### config.mk
export PLATFORM = sky130hd
export DESIGN_NAME = shift_pipe
export DESIGN_NICKNAME = d
export VERILOG_FILES = /design/src/rtl/shift_pipe.sv
export SDC_FILE = /design/constraint.sdc
export NUM_CORES = 1
export LEC_CHECK = 0
export CORE_ASPECT_RATIO = 0.8
export CORE_UTILIZATION = 49
export DETAILED_ROUTE_END_ITERATION = 8
export GPL_TIMING_DRIVEN = 0
export MAX_ROUTING_LAYER = met4
export PLACE_DENSITY = 0.77
export REMOVE_ABC_BUFFERS = 1
export SKIP_LAST_GASP = 1
export SYNTH_ARGS = -nofsm -noshare
export SYNTH_HDL_FRONTEND = slang
export SYNTH_SLANG_ARGS = --single-unit
### constraint.sdc
create_clock -name clk -period 2.8 [get_ports clk]
set_input_delay 0.42 -clock clk [delete_from_list [all_inputs] [get_ports clk]]
set_output_delay 0.42 -clock clk [all_outputs]
set_load 0.02 [all_outputs]
### src/rtl/shift_pipe.sv
// Pipelined log-shifter (ROR/ROL/SLL/SRA). One stage per shift-amount bit.
// The whole pipe advances together and freezes while the output is stalled.
module shift_pipe #(
   parameter int WIDTH   = 16,
   parameter int SHAMT_W = $clog2(WIDTH)
) (
   input  logic               clk,
   input  logic               rst_n,
   input  logic               in_valid,
   output logic               in_ready,
   input  logic [WIDTH-1:0]   in_data,
   input  logic [SHAMT_W-1:0] in_shamt,
   input  logic [1:0]         in_op,
   output logic               out_valid,
   input  logic               out_ready,
   output logic [WIDTH-1:0]   out_data,
   output logic               out_zero
);

   localparam int NS = SHAMT_W;

   localparam logic [1:0] OP_ROR = 2'b00;
   localparam logic [1:0] OP_ROL = 2'b01;
   localparam logic [1:0] OP_SLL = 2'b10;

   if (WIDTH < 4 || WIDTH > 64 || (WIDTH & (WIDTH - 1)) != 0) begin : g_bad_width
      $error("shift_pipe: WIDTH must be a power of two between 4 and 64");
   end

   function automatic logic [WIDTH-1:0] stage_shift(
      input logic [WIDTH-1:0] d,
      input logic [1:0]       op,
      input logic             en,
      input int               amt
   );
      logic [WIDTH-1:0] r;
      r = d;
      if (en) begin
         case (op)
            OP_ROR:  r = (d >> amt) | (d << (WIDTH - amt));
            OP_ROL:  r = (d << amt) | (d >> (WIDTH - amt));
            OP_SLL:  r = d << amt;
            default: r = $signed(d) >>> amt;
         endcase
      end
      return r;
   endfunction

   logic [WIDTH-1:0]   data_q  [NS];
   logic [WIDTH-1:0]   data_d  [NS];
   logic [SHAMT_W-1:0] shamt_q [NS];
   logic [SHAMT_W-1:0] shamt_d [NS];
   logic [1:0]         op_q    [NS];
   logic [1:0]         op_d    [NS];
   logic [NS-1:0]      valid_q;
   logic [NS-1:0]      valid_d;
   logic               zero_q;
   logic               zero_d;
   logic               stall;

   assign stall    = valid_q[NS-1] & ~out_ready;
   assign in_ready = ~stall;

   always_comb begin
      data_d  = data_q;
      shamt_d = shamt_q;
      op_d    = op_q;
      valid_d = valid_q;
      zero_d  = zero_q;
      if (!stall) begin
         // Stage k resolves shamt bit k; bubbles move along with valid=0.
         data_d[0]  = stage_shift(in_data, in_op, in_shamt[0], 1);
         shamt_d[0] = in_shamt;
         op_d[0]    = in_op;
         valid_d[0] = in_valid;
         for (int k = 1; k < NS; k++) begin
            data_d[k]  = stage_shift(data_q[k-1], op_q[k-1], shamt_q[k-1][k], 1 << k);
            shamt_d[k] = shamt_q[k-1];
            op_d[k]    = op_q[k-1];
            valid_d[k] = valid_q[k-1];
         end
         zero_d = (data_d[NS-1] == '0);
      end
   end

   always_ff @(posedge clk) begin
      if (!rst_n) begin
         for (int k = 0; k < NS; k++) begin
            data_q[k]  <= '0;
            shamt_q[k] <= '0;
            op_q[k]    <= '0;
         end
         valid_q <= '0;
         zero_q  <= 1'b0;
      end else begin
         data_q  <= data_d;
         shamt_q <= shamt_d;
         op_q    <= op_d;
         valid_q <= valid_d;
         zero_q  <= zero_d;
      end
   end

   assign out_valid = valid_q[NS-1];
   assign out_data  = data_q[NS-1];
   assign out_zero  = zero_q;

endmodule

### Word-level counts from Yosys, hierarchy flattened

Cells that the tools add are included.

| storage, ports and cells | value |
|---|---|
| register bits after elaboration | 87 |
| output and inout port bits | 19 |

| operators by class | value |
|---|---|
| equal/unequal tests | 8 |
| mux-type cells | 9 |
| bitwise gates (word level) | 10 |
| reductions and logical operators | 6 |

Operators by type and width:

| operator | count |
|---|---|
| case mux 16 bit (3 select lines) | 3 |
| two-way mux 16 bit | 5 |
| case mux 16 bit (2 select lines) | 1 |
| logical NOT 16 bit | 1 |
| bitwise OR 12 x 16 -> 16 bit | 1 |
| bitwise OR 14 x 16 -> 16 bit | 1 |
| bitwise OR 15 x 16 -> 16 bit | 1 |
| bitwise OR 16 x 1 -> 16 bit | 1 |
| bitwise OR 16 x 2 -> 16 bit | 1 |
| bitwise OR 16 x 4 -> 16 bit | 1 |
| bitwise OR 16 x 8 -> 16 bit | 1 |
| == test 2 x 1 -> 1 bit, second input constant | 4 |
| == test 2 bit, second input constant | 4 |
| logical NOT 2 bit | 4 |
| inverter 1 bit | 2 |
| OR reduction 2 bit | 1 |
| bitwise AND 1 bit | 1 |

### Logic depth before layout (Yosys ltp)

Gate-level depths: netlist of the first run.

| logic depth | value |
|---|---|
| depth after elaboration | 6 |
| mapped depth | 8 |
| mapped depth without buffers | 5 |

### Least setup slack after synthesis of the first run

OpenSTA, ideal clock, no wires.

| timing path | value |
|---|---|
| kind | input-to-reg |
| start point | in in_op[0] |
| end point | reg data_q[53] (netlist bit) |
| arrival time | 1.515 ns |
| data required time | 2.672 ns |
| setup time | 0.128 ns |
| slack | 1.157 ns |
| stages on the path | 7 |
| path through | buf_2 -> xor2_2 -> buf_8 -> mux2i_1 -> a211oi_1 -> a21oi_1 -> nor2_1 |

| between the ends | value |
|---|---|
| cells in the longest elaborated chain, start to end | 3 |
| elaborated cells on any way between the ends | 5 |

Ends and longest elaborated chain:

| item | line | RTL |
|---|---|---|
| start: declaration | 13 | `input logic [1:0] in_op,` |
| == test 2 bit, or another cell as far along | 39 | `case (op)` |
| case mux 16 bit (3 select lines) (*) | 39 |  |
| two-way mux 16 bit (*) | 38 | `if (en) begin` |
| end signal: assignment | 96 | `data_q <= data_d;` |
| end: declaration | 49 | `logic [WIDTH-1:0] data_q [NS];` |

Every way passes the cells marked *; elsewhere a longest branch is shown, timed or not.
A chain may end at the register's enable or synchronous reset.

### Worst setup path after layout of the first run

| timing path | value |
|---|---|
| start point | in out_ready |
| end point | out in_ready |

| between the ends | value |
|---|---|
| cells in the longest elaborated chain, start to end | 3 |

Ends and longest elaborated chain:

| item | line | RTL |
|---|---|---|
| start: declaration | 15 | `input logic out_ready,` |
| inverter 1 bit | 61 | `assign stall = valid_q[NS-1] & ~out_ready;` |
| bitwise AND 1 bit | 61 |  |
| inverter 1 bit | 62 | `assign in_ready = ~stall;` |
| end: declaration | 10 | `output logic in_ready,` |

No other way between the ends.

==> impl_metrics.py, run 1 <==
metrics = {
    "run_status": {
        "status": "complete, no violations",
    },
    "drt": {
        "routed_wl_um": 9630,
        "firstDrtPassIters": 6,
        "ant_nets": 0,
        "drt_iter0_drc": 299,
        "drc": 0,
        "wl_per_cell_um": 14.3,
        "vias": 3871,
        "avgViaCountPerCell": 5.77,
    },
    "floorplanning": {
        "ioPinCount": 45,
        "dieArea_mm2": 0.00917,
        "start_util_pct": 50.5,
        "die_h_um": 85.8,
        "rows": 30,
        "coreArea_mm2": 0.00852,
        "die_w_um": 107,
    },
    "pwr": {
        "switching_share_pct": 28.6,
        "p_int_w": 0.00188,
        "power.density_mw_per_mm2": 545,
        "comb_power_share_pct": 16.8,
        "pwr-share-clk_pct": 33.1,
        "p_switching_w": 0.000754,
        "power_frac_seq_pct": 50.1,
        "ir_drop_v": 0.000288,
        "leakagePower_nw": 1.78,
    },
    "finish": {
        "area_delta_synth_final_pct": 12.5,
        "multi_input_area_mm2": 0.00235,
        "seqCellArea_mm2": 0.00162,
        "fill_cells": 783,
        "final_layout_size_suffix_gt1_share_pct": 5.19,
        "nets": 580,
        "n_antenna_cell": 0,
        "final_core_util_pct": 56.8,
    },
    "setup_path": {
        "worstPathMaxFanout": 55,
        "crit_slowest_cell": "clkdlybuf4s50_1",
        "timing.rr.start": "op_q[5]",
        "crit_path_frequent_cell": "clkdlybuf4s50_1",
        "cp.arrival_ns": 2.30,
        "crit_path_start_kind": "input pin",
        "cp-startpoint": "out_ready",
        "path_class": "in2out",
        "worstSetupEndpointType": "primary output",
        "required_ns": 2.38,
        "slowest_delay_ns": 0.71,
        "path_cells": "clkdlybuf4s50_1 -> nor2b_4 -> buf_12 -> inv_4 -> clkdlybuf4s50_1",
    },
    "placement": {
        "port_buffers": 44,
        "dp_slack_ns": -0.274,
        "hpwlAfterDp_um": 6580,
        "gp_congestion": 0.823,
    },
    "global_route": {
        "gr-usage-all-layers_pct": 23.0,
        "grt_max_degree": 56,
        "met2_usage_pct": 34.9,
        "grt_antenna_before_repair": 0,
        "grt-ovfl-total": 0,
        "grt-busiest-layer": "met2",
        "grt_pass1_vias": 3512,
        "gr-usage-met1_pct": 31.2,
        "grt_pass1_wl_um": 16600,
        "met3_usage_pct": 5.70,
    },
    "timing": {
        "fmax_mhz": 367,
        "setup_violations": 0,
        "drv_slew": 0,
        "min_period_ns": 2.72,
        "fin_ws_ns": 0.0779,
        "max_slew_margin_pct": 30.4,
        "period_share_pct": 97.2,
        "hold_violations": 0,
        "rsz0062_at_grt": "no",
        "worst_pin_slew_ns": 1.04,
        "finalClockSkew_ns": 0.00553,
    },
    "synthesis": {
        "mappedNetlistArea_mm2": 0.00431,
        "synth-seq-area-share_pct": 37.7,
        "yosysTopAreaCellShare_pct": 37.7,
        "yosys_warnings": 0,
        "yosys_most_used_dff": "dfxtp_1",
        "synth_top_area_cell": "dfxtp_1",
        "synth_edf_count": 0,
        "synth_cell_types": 41,
        "synth_area_leaders": "dfxtp_1 38%, a21oi_1 9.0%, nor2_1 8.8%",
        "synthesis.instances": 561,
        "synth_async_sr_flop_share_pct": 0,
        "synth-seq-cells": 81,
        "synth.avg_cell_area_um2": 7.67,
    },
    "hold_path": {
        "hold_class": "reg2reg",
        "holdCritStartpoint": "out_zero",
    },
    "clock_tree": {
        "numCtsBuffers": 9,
        "cts_tree": "yes",
        "clk_latency_ns": 0.36,
        "holdBufCountCts": 0,
        "clock-sinks": 81,
        "clk_pin_slew_ns": 0.08,
        "clk_path_buf_depth": 2,
        "cts-root-buf": "clkbuf_8",
        "h-tree-depth": 3,
    },
    "run": {
        "max_cap_violations": 0,
    },
}
stage by stage:
stage	cells	instance area, µm²	hold WS, ns	setup TNS [ns]	total power (W)
detailed placement	654	4620	0.452	-0.274	0.00179
CTS	671	4830	0.463	0	0.00264
global route	671	4840	0.474	0	0.00276
floorplan	495	3970	0.432	-198.68	0.00162
finish	671	4840	0.459	0	0.00264
global placement	651	4550	0.439	-388.33	0.00176
cell families after synthesis:
kind of cell           after synthesis  synth area share [%]
AO/OA/AOI/OAI                      164                  24.0
buffers and inverters               69                  8.05
multiplexers                        38                  8.95
XOR/XNOR                             4                 0.988
flip-flops                          81                  37.7
AND/OR/NAND/NOR                    205                  20.3
state kept, by name (all words and copies together), names as in the netlist:
name      cells
shamt_q       6
out_zero      1
op_q          6
out_data     16
data_q       48
valid_q       4
power groups by stage:
| stage | combinational [W] | clock, W | sequential [W] |
|---|---|---|---|
| after floorplan | 0.000286 | 0 | 0.00134 |
| after global placement | 0.000424 | 0 | 0.00134 |
| after detailed placement | 0.000438 | 0 | 0.00135 |
| after CTS | 0.000443 | 0.000880 | 0.00132 |
| after global routing | 0.000490 | 0.000937 | 0.00134 |
| final | 0.000443 | 0.000872 | 0.00132 |
metal layers:
metal | routed length [µm] | up-vias | share of wire [%]
met4 | 78 | 0 | 0.81
met5 | 0 | - | 0
met3 | 490 | 8 | 5.1
met2 | 4470 | 79 | 46
met1 | 4580 | 1836 | 48
li1 | - | 1948 | -
final timing paths:
kind | end | cells after the start | slack [ns]
min reg2reg | out_zero | 2 | 0.46
max reg2reg | data_q[22] | 5 | 0.58
max | in_ready | 5 | 0.08
min | out_zero | 2 | 0.46
synthesized netlist by cell type (all sizes together) (5+ instances only):
master,number
o21ai,5
nor3b,5
nor2,101
nand3,5
mux2i,34
a21oi,77
dfxtp,81
a31oi,13
a211oi,46
a311oi,9
nor2b,13
buf,35
o211ai,6
nand2,63
clkbuf,31
placed cells by master (no fill, tap or decap), types with 5 or more instances in the layout:
cell and n:
nor2_1 101, dfxtp_1 81, a311oi_1 9, o211ai_1 6, a31oi_1 13, clkinvlp_4 5
clkdlybuf4s50_1 44, nand2_1 63, clkbuf_8 10, nor2b_1 12, a211oi_1 46, nand3_1 5
mux2i_1 34, a21oi_1 77, nor3b_1 5
timing repair:
action / 4_1_cts / 5_1_grt
endpoints found under the setup margin: 1 / 0
setup buffers: 1 / 0
gates resized for setup: 1 / 0
worst max-delay path: cells and delay by family:
family	cells	cell delay, ns
buffers and inverters	4	1.80
AND/OR/NAND/NOR	1	0.06
area by class of cell:
type                    count  area share, %
repair buffers             48           10.5
clock inverters             6           1.40
inverters                   3          0.310
multi-input cells         411           48.6
flip-flops and latches     81           33.5
clock buffers              10           2.84
well taps                 112           2.89
Note: power is estimated with default switching activity, not from simulation.
==> run 2, diff against run 1 <==
- CORE_ASPECT_RATIO: 0.8 -> 1.2
==> impl_metrics.py, run 2 (synthesis gave the netlist of run 1 again) <==
metrics = {
    "run_status": {
        "status": "complete, no violations",
    },
    "finish": {
        "regMostFlops": "data_q",
        "final_common_cell": "nor2_1",
        "n_antenna_cell": 0,
        "nets": 582,
        "final_layout_size_suffix_gt1_share_pct": 5.17,
        "largest_register_ffs": 48,
        "fill_cells": 801,
        "area_delta_synth_final_pct": 12.4,
        "layout_common_cells": "101 x nor2_1, 81 x dfxtp_1, 77 x a21oi_1",
        "stdcell_count": 678,
    },
    "floorplanning": {
        "die_w_um": 87.6,
        "coreArea_mm2": 0.00856,
        "start_util_pct": 50.3,
        "dieArea_mm2": 0.00917,
        "die_h_um": 105,
        "rows": 37,
        "ioPinCount": 45,
    },
    "drt": {
        "drc": 0,
        "wl_per_cell_um": 13.3,
        "vias": 3764,
        "avgViaCountPerCell": 5.55,
        "drt_iter0_drc": 215,
        "firstDrtPassIters": 4,
        "ant_nets": 0,
        "routed_wl_um": 9030,
    },
    "clock_tree": {
        "holdBufCountCts": 0,
        "cts_tree": "yes",
        "h-tree-depth": 3,
        "cts-root-buf": "clkbuf_8",
        "clk_path_buf_depth": 2,
        "clock-sinks": 81,
        "clk_latency_ns": 0.34,
        "clk_pin_slew_ns": 0.08,
        "numCtsBuffers": 9,
    },
    "timing": {
        "rsz0062_at_grt": "no",
        "setup_violations": 0,
        "hold_violations": 0,
        "drv_slew": 0,
        "finalClockSkew_ns": 0.00972,
        "finalHoldWorstSlack_ns": 0.455,
        "worst_pin_slew_ns": 1.01,
        "max_slew_margin_pct": 32.4,
        "min_period_ns": 2.44,
        "period_share_pct": 87.2,
        "fmax_mhz": 410,
        "fin_ws_ns": 0.359,
    },
    "setup_path": {
        "required_ns": 3.09,
        "cp.arrival_ns": 2.73,
        "worstPathMaxFanout": 14,
        "worstSetupEndpointType": "flip-flop",
        "crit_path_start_kind": "input pin",
        "path_class": "in2reg",
    },
    "placement": {
        "port_buffers": 44,
        "hpwlAfterDp_um": 6430,
        "dp_slack_ns": -0.542,
        "gp_congestion": 0.843,
        "dpl.cell_count": 660,
    },
    "global_route": {
        "grt_pass1_wl_um": 15500,
        "gr-usage-all-layers_pct": 21.5,
        "grt-ovfl-total": 0,
        "grt_max_degree": 56,
        "grt_antenna_before_repair": 0,
        "grt_pass1_vias": 3423,
    },
    "hold_path": {
        "hold_class": "reg2reg",
    },
    "pwr": {
        "leakagePower_nw": 1.79,
        "fin_total_pwr_w": 0.00248,
        "ir_drop_v": 0.000228,
        "power.density_mw_per_mm2": 512,
    },
    "run": {
        "max_cap_violations": 0,
    },
}
[run 2: area by class of cell]
type / instances / area, µm² / share of cell area [%]
Clock buffer: 10 / 128 / 2.64
Clock inverter: 6 / 35.0 / 0.724
Inverter: 3 / 25.0 / 0.517
Multi-Input combinational cell: 412 / 2350 / 48.6
Sequential cell: 81 / 1620 / 33.5
Tap cell: 117 / 146 / 3.03
Timing Repair Buffer: 49 / 529 / 10.9
[run 2: path summary, 6_finish.rpt]
check | startpoint | slack [ns] | to | depth (start not counted)
hold / removal | out_data[8] | 0.45 | out_data[8] | 2
setup reg to reg | shamt_q[7] | 0.64 | out_zero | 5
setup / recovery | in_op[0] | 0.36 | data_q[54] | 6
hold reg to reg | out_data[8] | 0.45 | out_data[8] | 2
[run 2: layer usage]
layer  share of wire (%)  GRT usage [%]  vias to the layer above
met5                   0              -                        -
met3                 3.0           3.55                       10
met1                  42           23.9                     1728
li1                    -              -                     1952
met4                 1.6           6.79                        0
met2                  53           38.4                       74
[run 2: worst max-delay path: stages]
cell and delay (ns):
clkdlybuf4s50_1 0.66, xor2_2 0.77, mux2i_1 0.17, a211oi_1 0.53
a21oi_1 0.08, nor2_1 0.10
[run 2: report_power, final]
part,internal [W],switching [W],leakage (nW),total (W)
Combinational,0.000222,0.000220,1.04,0.000441
Clock,0.000316,0.000400,0.0818,0.000715
Sequential,0.00123,0.0000907,0.668,0.00132
[run 2: repair_timing]
action / CTS / global route
gates cloned: 1 / 0
buffers inserted: 1 / 0
setup endpoints to repair: 1 / 1
resized for setup: 4 / 2
[run 2: metrics by stage]
stage | area, µm² | utilization [%] | setup TNS [ns]
final | 4840 | 56.5 | 0
after global routing | 4840 | 56.5 | 0
after CTS | 4830 | 56.4 | 0
after detailed placement | 4640 | 54.1 | -0.566
after global placement | 4560 | 53.2 | -382.95
after floorplan | 3970 | - | -198.68
==> patch: new RTL, settings of run 1 <==
Change the parameter `WIDTH` from 16 to 32.
--- a/src/rtl/shift_pipe.sv
+++ b/src/rtl/shift_pipe.sv
@@ -3,3 +3,3 @@
 module shift_pipe #(
-   parameter int WIDTH   = 16,
+   parameter int WIDTH   = 32,
    parameter int SHAMT_W = $clog2(WIDTH)
Ports: changed (resized in_data, in_shamt and out_data); port bits go from 45 to 78. The function was not compared with the original's and may differ.
==> patch against run 1 <==
- clock power grew to 2.8 times the old value
- critical path type unchanged
- synthesized area is 130% higher
- worst setup slack better by 0.16 ns
- fmax is 6.4% higher
- register-to-register slack worse by 0.14 ns
- largest power group unchanged
- sequential cell count is 103 higher
- power is 140% higher
- highest routed layer unchanged
- routed wire length grew to 2.5 times the old value
- cell area is 130% higher
==> patch: results (changes against run 1) <==
- The flow ran to the end, and the final reports show no timing, DRC or antenna violations.
- The pin count of the biggest net entering global routing is 94 (+68%).
- The leakage power total is 0.00408 uW (+130%).
- The setup fix buffers added after clock tree synthesis was 0 (-1).
- Ranked by total cell area, the synthesized netlist is headed by dfxtp_1 37%, mux2i_1 10%, nor2_1 9.8%.
- The number of instances on the worst hold path was 2 (unchanged).
- The worst IR drop on VDD is 0.367 mV (+27%).
- The slew at the pin closest to its max-slew limit was 1.15 ns (+0.106 ns).
- The count of H-tree levels built during CTS was 4 (+1).
- The weighted congestion reported at the end of routability-driven placement is 0.855 (+3.9%).
- The count of routing violations after the opening detailed-route iteration is 926 (+210%).
- The global routing met2 resource utilization is 0.378 (+0.0292).
- The number of CTS-inserted buffers is 17 (+8).
- The flip-flop count of the largest register, all copies and words added is 128 (+170%).
- The maximum net fanout on the critical path was 89 (+62%).
- The number of cells on the worst reg-to-reg path was 5 (unchanged).
- The number of antenna violations at the first check in global routing is 0 (unchanged).
- The total number of nets in the final design is 1,294 (+120%).
- The via count normalized by instance count is 6.00 (+4.0%).
- The share of flip-flops with an asynchronous set or reset after synthesis is 0 (unchanged).
- The worst clock skew is 0.00834 ns (+0.00282 ns).
- By count the netlist is led by 262 x nor2_1, 184 x dfxtp_1, 166 x a21oi_1, 135 x nand2_1, 102 x mux2i_1.
- The global routing met1 resource utilization came to 0.322 (+0.00993).
- The total routing resource utilization after global routing is 0.242 (+0.0121).
- The root buffer cell is clkbuf_16.
- The distinct cell type count after synthesis is 47 (+15%).
- The met3 track demand over resource is 0.0470 (-0.00995).
- The clock-pin slew reported for the worst setup and hold paths after clock tree synthesis is 0.07 ns.
- In the post-synthesis netlist, the cell with the most instances is nor2_1.
- The total of fill cells in the finished design is 1,780 (+130%).
- The worst setup slack before clock tree synthesis is 0.156 ns (+0.430 ns).
- Among all flip-flop cells after synthesis, the most frequent one is dfxtp_1.
- The number of buffers on the longest clock path is 2 (unchanged).
- The via count of the first global-routing pass is 7,930 (+130%).
- The count of input and output buffers is 77 (+75%).
- The power spent charging and discharging nets came to 1720 uW (+130%).
- The wire length of the first global-routing pass is 40,000 um (+140%).
- The largest register by flop count is data_q.
- The utilization after layout is 0.563 (-0.00488).
- The half-perimeter wire length of the detailed placement result is 16,200 um (+150%).
- The number of detailed-routing iterations run before antenna repair is 5 (-1).
- The worst hold path belongs to the class flip-flop to flip-flop.
- The total number of yosys warnings is 0 (unchanged).
- The source-to-sink clock delay at the later pin of the worst-skew pair is 0.43 ns (+0.07 ns).
- The final antenna diode count is 0 (unchanged).
- The total wire length after detailed routing is 24,400 um (+150%).
- The sequential-to-total area share from yosys stat was 0.366 (-0.0101).
- The ratio of cells with drive above 1 in the final layout is 0.0530 (+0.00117).
-- patch: cell types whose count changed after synthesis, sizes merged, moves of 17 or more --
cell | run 1 | this run
nor3 | 2 | 21
clkbuf | 31 | 79
a21oi | 77 | 166
dfxtp | 81 | 184
o211ai | 6 | 26
a211oi | 46 | 101
a311oi | 9 | 26
a221oi | 1 | 19
nor2 | 101 | 262
mux2i | 34 | 102
buf | 35 | 79
nand2 | 63 | 135
-- patch: layout make-up --
class                      instances  share of cell area
multi-input combinational        953               0.493
sequential                       184               0.328
timing repair buffer              91              0.0963
clock buffer                      23              0.0434
tap                              264              0.0294
clock inverter                     8             0.00845
inverter                           4             0.00200
-- patch: worst paths after layout --
| path | slack [ns] | to | start |
|---|---|---|---|
| max | 0.24 | in_ready | out_ready |
| min | 0.45 | shamt_q[17]$_SDFFE_PN0N_ | shamt_q[22]$_SDFFE_PN0N_ |
| max reg2reg | 0.44 | data_q[41]$_SDFFE_PN0N_ | op_q[5]$_SDFFE_PN0N_ |
| min reg2reg | 0.45 | shamt_q[17]$_SDFFE_PN0N_ | shamt_q[22]$_SDFFE_PN0N_ |
-- patch: worst max-delay path, cell delays in order --
cell	delay, ns
clkdlybuf4s50_1	0.50
nor2b_4	0.09
inv_4	0.07
buf_16	0.29
clkdlybuf4s50_1	0.68
-- patch: cells by family (layout without fill, tap and decap cells) --
logic type                count (synthesis)  count (layout)  share of synthesized area
AOI/OAI and AO/OA                       387             387                      0.252
xor gates and xnor gates                  5               5                     0.0103
buffers and inverters                   162             126                     0.0850
DFF                                     184             184                      0.366
muxes                                   103             103                      0.103
and+or+nand+nor                         458             458                      0.183
-- patch: power by group through the flow --
stage                     Sequential, uW  Clock, uW  Combinational, uW
after floorplan                     3010          0                667
after global placement              3060          0                935
after detailed placement            3050          0                956
after CTS                           2990       2430                967
after global routing                3020       2550               1070
final                               3000       2410                968
-- patch: through the flow --
step / instances / TNS (ns) / total power (uW) / hold slack, ns
4_1_cts: 1527 / 0 / 6390 / 0.452
3_3_place_gp: 1482 / -2777.68 / 3990 / 0.440
2_1_floorplan: 1141 / -1694.92 / 3680 / 0.432
3_5_place_dp: 1496 / 0 / 4010 / 0.441
6_report: 1527 / 0 / 6370 / 0.445
5_1_grt: 1527 / 0 / 6650 / 0.467
-- patch: per-layer routing --
layer / vias up / part of all wire
li1: 4486 / -
met1: 4348 / 0.45
met2: 295 / 0.47
met3: 30 / 0.068
met4: 0 / 0.012
met5: - / 0
-- patch: timing repair --
item | 4_1_cts | 5_1_grt
endpoints found under the setup margin | 0 | 1
gates resized for setup | 0 | 1
hold endpoints to repair | 0 | 0
